<file path="config.mk">
export PLATFORM = sky130hd
export DESIGN_NAME = intersection_phase_controller
export DESIGN_NICKNAME = d
export VERILOG_FILES = /design/src/rtl/intersection_phase_controller_pkg.sv /design/src/rtl/intersection_phase_controller_sec_prescaler.sv /design/src/rtl/intersection_phase_controller.sv
export SDC_FILE = /design/constraint.sdc
export NUM_CORES = 1
export LEC_CHECK = 0
export ABC_AREA = 1
export CAP_MARGIN = 40
export CORE_ASPECT_RATIO = 1.1
export CORE_MARGIN = 10
export CORE_UTILIZATION = 40
export CTS_BUF_LIST = sky130_fd_sc_hd__clkbuf_2
export CTS_CLUSTER_SIZE = 8
export DETAILED_ROUTE_END_ITERATION = 8
export DONT_BUFFER_PORTS = 1
export GPL_TIMING_DRIVEN = 0
export MAX_ROUTING_LAYER = met4
export PLACE_DENSITY = 0.63
export SYNTH_ARGS = -nofsm -noshare
export SYNTH_HDL_FRONTEND = slang
export SYNTH_SLANG_ARGS = --single-unit
</file>
<file path="constraint.sdc">
create_clock -name clk -period 2.5 [get_ports clk]
set_input_delay 0.5 -clock clk [delete_from_list [all_inputs] [get_ports clk]]
set_output_delay 0.5 -clock clk [all_outputs]
set_load 0.01 [all_outputs]
</file>
<file path="src/rtl/intersection_phase_controller_pkg.sv">
// Shared lamp codes, controller state encoding and a width helper
// for intersection_phase_controller and its seconds prescaler.
package intersection_phase_controller_pkg;

    localparam logic [1:0] LAMP_RED    = 2'b00;
    localparam logic [1:0] LAMP_GREEN  = 2'b01;
    localparam logic [1:0] LAMP_YELLOW = 2'b10;

    typedef enum logic [1:0] {
        ST_GREEN   = 2'b00,
        ST_YELLOW  = 2'b01,
        ST_ALL_RED = 2'b10
    } phase_state_t;

    // Bits needed to index n items, never below 1 so single-bit fields stay legal.
    function automatic int unsigned clog2_min1(input int unsigned n);
        int unsigned w;
        w = 1;
        while ((64'd1 << w) < 64'(n)) w++;
        return w;
    endfunction

endpackage

</file>
<file path="src/rtl/intersection_phase_controller_sec_prescaler.sv">
// Seconds prescaler: divides clk by CLK_PER_SEC and flags the last cycle of
// each second; a synchronous clear restarts the second from zero.
module intersection_phase_controller_sec_prescaler
    import intersection_phase_controller_pkg::*;
#(
    parameter int unsigned CLK_PER_SEC = 100
) (
    input  logic clk,
    input  logic rst,
    input  logic clear,
    output logic sec_tick
);

    localparam int unsigned   CW   = clog2_min1(CLK_PER_SEC);
    localparam logic [CW-1:0] LAST = CW'(CLK_PER_SEC - 1);

    logic [CW-1:0] count;

    always_ff @(posedge clk) begin
        if (!rst || clear) begin
            count <= '0;
        end else if (count == LAST) begin
            count <= '0;
        end else begin
            count <= count + 1'b1;
        end
    end

    assign sec_tick = (count == LAST);

endmodule

</file>
<file path="src/rtl/intersection_phase_controller.sv">
// Multi-phase intersection controller sequencing GREEN -> YELLOW -> ALL_RED with
// demand latching, min/max green, gap-out and round-robin service. Optional macro: PREEMPT_EN.
module intersection_phase_controller
    import intersection_phase_controller_pkg::*;
#(
    parameter int unsigned NUM_PHASES     = 2,
    parameter int unsigned CLK_PER_SEC    = 100,
    parameter int unsigned MAIN_MIN_GREEN = 20,
    parameter int unsigned MAIN_MAX_GREEN = 40,
    parameter int unsigned SIDE_MIN_GREEN = 5,
    parameter int unsigned SIDE_MAX_GREEN = 10,
    parameter int unsigned YELLOW_TIME    = 3,
    parameter int unsigned ALL_RED_TIME   = 1,
    parameter int unsigned SEC_W          = 12,
    localparam int unsigned PW            = clog2_min1(NUM_PHASES)
) (
    input  logic                    clk,
    input  logic                    rst,
    input  logic [NUM_PHASES-1:0]   demand,
    input  logic                    congestion,
`ifdef PREEMPT_EN
    input  logic                    preempt,
    input  logic [PW-1:0]           preempt_phase,
`endif
    output logic [2*NUM_PHASES-1:0] lights,
    output logic [PW-1:0]           active_phase,
    output logic [1:0]              fsm_state,
    output logic [SEC_W-1:0]        sec_elapsed
);

    localparam logic [SEC_W-1:0] T_MAIN_MIN = SEC_W'(MAIN_MIN_GREEN);
    localparam logic [SEC_W-1:0] T_MAIN_MAX = SEC_W'(MAIN_MAX_GREEN);
    localparam logic [SEC_W-1:0] T_SIDE_MIN = SEC_W'(SIDE_MIN_GREEN);
    localparam logic [SEC_W-1:0] T_SIDE_MAX = SEC_W'(SIDE_MAX_GREEN);
    localparam logic [SEC_W-1:0] T_YELLOW   = SEC_W'(YELLOW_TIME);
    localparam logic [SEC_W-1:0] T_ALL_RED  = SEC_W'(ALL_RED_TIME);
    localparam logic [2*NUM_PHASES-1:0] LIGHTS_RESET = (2*NUM_PHASES)'(LAMP_GREEN);

    phase_state_t            state, state_nx;
    logic [PW-1:0]           next_phase, next_nx, active_nx, target, rr_pick;
    logic [NUM_PHASES-1:0]   pending;
    logic [2*NUM_PHASES-1:0] lights_nx;
    logic [SEC_W-1:0]        sec_eff;
    logic                    sec_tick, sec_clear, enter_green, yield, go_yellow;
    logic                    pre_valid, force_pre, hold_pre, restart;
    logic [PW-1:0]           pre_phase;

`ifdef PREEMPT_EN
    logic hold_prev;

    assign pre_valid = preempt && (32'(preempt_phase) < NUM_PHASES);
    assign pre_phase = preempt_phase;
    assign force_pre = pre_valid && (preempt_phase != active_phase);
    assign hold_pre  = pre_valid && (preempt_phase == active_phase) && (state == ST_GREEN);
    // Dropping preempt while its phase is green restarts timing so normal min/max apply afresh.
    assign restart   = hold_prev && !hold_pre && (state == ST_GREEN);

    always_ff @(posedge clk) begin
        if (!rst) begin
            hold_prev <= 1'b0;
        end else begin
            hold_prev <= hold_pre;
        end
    end
`else
    assign pre_valid = 1'b0;
    assign pre_phase = '0;
    assign force_pre = 1'b0;
    assign hold_pre  = 1'b0;
    assign restart   = 1'b0;
`endif

    intersection_phase_controller_sec_prescaler #(
        .CLK_PER_SEC(CLK_PER_SEC)
    ) u_sec_prescaler (
        .clk     (clk),
        .rst     (rst),
        .clear   (sec_clear),
        .sec_tick(sec_tick)
    );

    // Seconds value as it stands after this edge, so thresholds land on exact N*CLK_PER_SEC cycles.
    assign sec_eff   = (sec_tick && (sec_elapsed != '1)) ? sec_elapsed + 1'b1 : sec_elapsed;
    assign sec_clear = (state_nx != state) || restart;
    assign fsm_state = state;

    // Descending scan: the last hit written is the nearest pending phase after active_phase.
    always_comb begin
        rr_pick = '0;
        for (int unsigned k = NUM_PHASES - 1; k >= 1; k--) begin
            if (pending[(32'(active_phase) + k) % NUM_PHASES]) begin
                rr_pick = PW'((32'(active_phase) + k) % NUM_PHASES);
            end
        end
    end

    always_comb begin
        if (active_phase == '0) begin
            yield = (|pending[NUM_PHASES-1:1]) &&
                    (((sec_eff >= T_MAIN_MIN) && !congestion) || (sec_eff >= T_MAIN_MAX));
        end else begin
            yield = (sec_eff >= T_SIDE_MAX) ||
                    ((sec_eff >= T_SIDE_MIN) && (!demand[active_phase] || congestion));
        end
        go_yellow = (state == ST_GREEN) && ((yield && !hold_pre) || force_pre);
        target    = force_pre ? pre_phase : rr_pick;

        state_nx  = state;
        active_nx = active_phase;
        next_nx   = next_phase;
        case (state)
            ST_GREEN: begin
                if (go_yellow) begin
                    state_nx = ST_YELLOW;
                    next_nx  = target;
                end
            end
            ST_YELLOW: begin
                if (pre_valid) next_nx = pre_phase;
                if (sec_eff >= T_YELLOW) begin
                    if (ALL_RED_TIME == 0) begin
                        state_nx  = ST_GREEN;
                        active_nx = next_nx;
                    end else begin
                        state_nx = ST_ALL_RED;
                    end
                end
            end
            ST_ALL_RED: begin
                if (pre_valid) next_nx = pre_phase;
                if (sec_eff >= T_ALL_RED) begin
                    state_nx  = ST_GREEN;
                    active_nx = next_nx;
                end
            end
            default: begin
                state_nx  = ST_GREEN;
                active_nx = '0;
            end
        endcase
        enter_green = (state != ST_GREEN) && (state_nx == ST_GREEN);

        lights_nx = '0;
        if (state_nx == ST_GREEN) begin
            lights_nx[2*int'(active_nx) +: 2] = LAMP_GREEN;
        end else if (state_nx == ST_YELLOW) begin
            lights_nx[2*int'(active_nx) +: 2] = LAMP_YELLOW;
        end
    end

    always_ff @(posedge clk) begin
        if (!rst) begin
            state        <= ST_GREEN;
            active_phase <= '0;
            next_phase   <= '0;
            pending      <= '0;
            lights       <= LIGHTS_RESET;
        end else begin
            state        <= state_nx;
            active_phase <= active_nx;
            next_phase   <= next_nx;
            lights       <= lights_nx;
            for (int unsigned i = 0; i < NUM_PHASES; i++) begin
                if (enter_green && (active_nx == PW'(i))) begin
                    pending[i] <= 1'b0;
                end else if (!((state == ST_GREEN) && (active_phase == PW'(i)))) begin
                    pending[i] <= pending[i] | demand[i];
                end
            end
        end
    end

    always_ff @(posedge clk) begin
        if (!rst || sec_clear) begin
            sec_elapsed <= '0;
        end else if (sec_tick && (sec_elapsed != '1)) begin
            sec_elapsed <= sec_elapsed + 1'b1;
        end
    end

endmodule

</file>
==> results.json <==
{
  "seq_area_frac_synth_pct": 32.1,
  "diodes": 0,
  "antenna_found_initial": 0,
  "drtAntennaViolNets": 0,
  "vias_per_cell": 5.02,
  "grt_max_degree": 15,
  "routed_wirelength_mm": 4.65,
  "cts_tree": "yes",
  "final_cell_mix": "nand2_1 (72), nor2_1 (32), inv_1 (32), nand3_1 (24), nor2_2 (22)",
  "insertion_delay_ns": 0.37,
  "drv_slew": 0,
  "cts_hold_buf": 0,
  "setup_viol": 0,
  "status": "completed",
  "netlist_area_mm2": 0.00175,
  "required_ns": 2.84,
  "place.detailed.instances": 338,
  "core-area_mm2": 0.00425,
  "gp_congestion": 0.827,
  "finClkSkew_ns": 0.0163,
  "ys_warn_count": 0,
  "min_path_type": "in2reg",
  "hpwl_mm": 3.14,
  "layout-drive-gt1-share_pct": 33.2,
  "pin_count": 24,
  "powerDensity_mw_per_mm2": 307,
  "synth-edff-count": 0,
  "root_buffer": "clkbuf_2",
  "post_drt_wl_per_cell_um": 13.2,
  "die_h_um": 89.3,
  "clockBufferDepth": 2,
  "layout_min_cycle_time_ns": 2.44,
  "vias": 1768,
  "fin_crit_sh_pct": 97.5,
  "fin_util_pct": 50.3,
  "fp.dieW_um": 83.0,
  "grt_pass1_vias": 1654,
  "tightest_slew_ns": 0.280,
  "p_leak_nw": 0.949,
  "async_flop_share_pct": 0,
  "drc": 0,
  "cap_viol_max_count": 0,
  "synth_area_per_cell_um2": 6.15,
  "fin_area_mm2": 0.00214,
  "setup.worst_path.start_class": "register",
  "synthFlopType": "dfxtp_1",
  "die-area_mm2": 0.00741,
  "ys_ff_latch": 28,
  "crit_type": "reg2reg",
  "clkTransAtPathRegs_ns": 0.26,
  "ys_types": 20,
  "grt_overflow": 0,
  "grt_pass1_wl_mm": 7.21,
  "syn-num-nets": 291,
  "fmax_ghz": 0.410,
  "initial_core_util_pct": 41.1,
  "fin_setup_tns_ns": 0,
  "fillerInstances": 452,
  "final_common_cell": "nand2_1",
  "hold_violations": 0,
  "ir_drop_mv": 0.247,
  "grt_use_total_pct": 11.8,
  "cp.arrival_ns": 2.77,
  "dr.first_iter.drc_count": 104,
  "htreeDepth": 1,
  "synthesis.instances": 284,
  "critPathMaxFanout": 7,
  "final_cells": 352,
  "nets": 307,
  "endpoint_kind": "register",
  "cts_buffers": 3,
  "postPlaceCellArea_mm2": 0.00181,
  "io_buffers": 0,
  "slew_headroom_pct": 81.3,
  "area_growth_pct": 22.4,
  "rows": 25,
  "cts_sinks": 28,
  "first_pass_iters": 4
}
## state kept, by name, indices dropped and copies added (netlist names)
signal / count
active_phase: 1
fsm_state: 2
lights: 4
next_phase: 1
pending: 1
sec_elapsed: 12
u_sec_prescaler.count: 7
## Yosys cell counts (4+ instances only)
master / instances / area (µm²)
a21oi_1: 4 / 20.0
dfxtp_1: 28 / 561
inv_1: 33 / 124
inv_2: 7 / 26.3
nand2_1: 89 / 334
nand2_2: 6 / 37.5
nand3_1: 28 / 140
nand4_1: 5 / 31.3
nor2_1: 41 / 154
nor2_2: 15 / 93.8
nor3_1: 4 / 20.0
o21ai_0: 4 / 20.0
xor2_1: 4 / 35.0
## cells by family (layout without fill, tap and decap cells)
family / after synthesis / in the layout / share of synthesized area (%)
DFF: 28 / 28 / 32.1
xor gates and xnor gates: 7 / 7 / 3.51
and+or+nand+nor: 195 / 195 / 50.2
AOI/OAI and AO/OA: 8 / 8 / 2.29
adders and majority gates: 2 / 2 / 1.43
buffers and inverters: 44 / 58 / 10.5
## critical path, cell delays in order, from the launching register on
cell and delay (ns):
dfxtp_4 0.48, ha_4 0.14, buf_6 0.10, inv_2 0.03
nor2_2 0.12, nand3_2 0.14, nand2_4 0.15, inv_6 0.06
nand2_2 0.07, nand2_2 0.05, nor2_2 0.13, nand2_2 0.09
nor2_4 0.14, nand2_2 0.08, nand2_2 0.08, nand2_4 0.07
nor2_4 0.14, nand2_4 0.10, clkbuf_16 0.17, nor2_2 0.07
## per-stage QoR
stage                     hold slack [ns]  worst slack (ns)  power, mW
after floorplan                     0.418             0.246      0.488
after global placement              0.434            -0.137      0.493
after detailed placement            0.440            -0.158      0.494
after CTS                           0.158           0.00653      0.662
after global routing                0.143            -0.115      0.692
final                               0.182            0.0636      0.656
## area by class of cell
class / count / area (µm²) / area share (%)
clock buffer: 3 / 15.0 / 0.702
sequential: 28 / 593 / 27.7
multi-input combinational: 212 / 1150 / 53.9
tap: 54 / 67.6 / 3.16
timing repair buffer: 11 / 101 / 4.74
inverter: 40 / 155 / 7.26
buffer: 4 / 53.8 / 2.52
## timing repair
action | 4_1_cts | 5_1_grt
resized for setup | 8 | 67
endpoints found under the setup margin | 25 | 27
pin swaps | 0 | 22
cloned | 0 | 3
setup buffers | 0 | 8
## layer usage
metal  track usage [%]  share of wire, %
met3              3.10               7.7
met4              4.49               1.8
met2              20.2                51
met5                 -                 0
met1              12.9                39
## path summary, 6_finish.rpt
check	startpoint	end	slack, ns	cells after the start
setup reg to reg	sec_elapsed[0]	sec_elapsed[2]	0.06	19
hold / removal	rst	lights[0]	0.18	1
setup / recovery	sec_elapsed[0]	sec_elapsed[2]	0.06	19
hold reg to reg	u_sec_prescaler.count[0]	u_sec_prescaler.count[0]	0.47	1
## power by group
| group | switching [mW] | internal [mW] |
|---|---|---|
| logic | 0.0190 | 0.0180 |
| clock network | 0.134 | 0.0326 |
| registers | 0.00531 | 0.447 |
| total | 0.158 | 0.498 |
(Power assumes the default switching activity.)
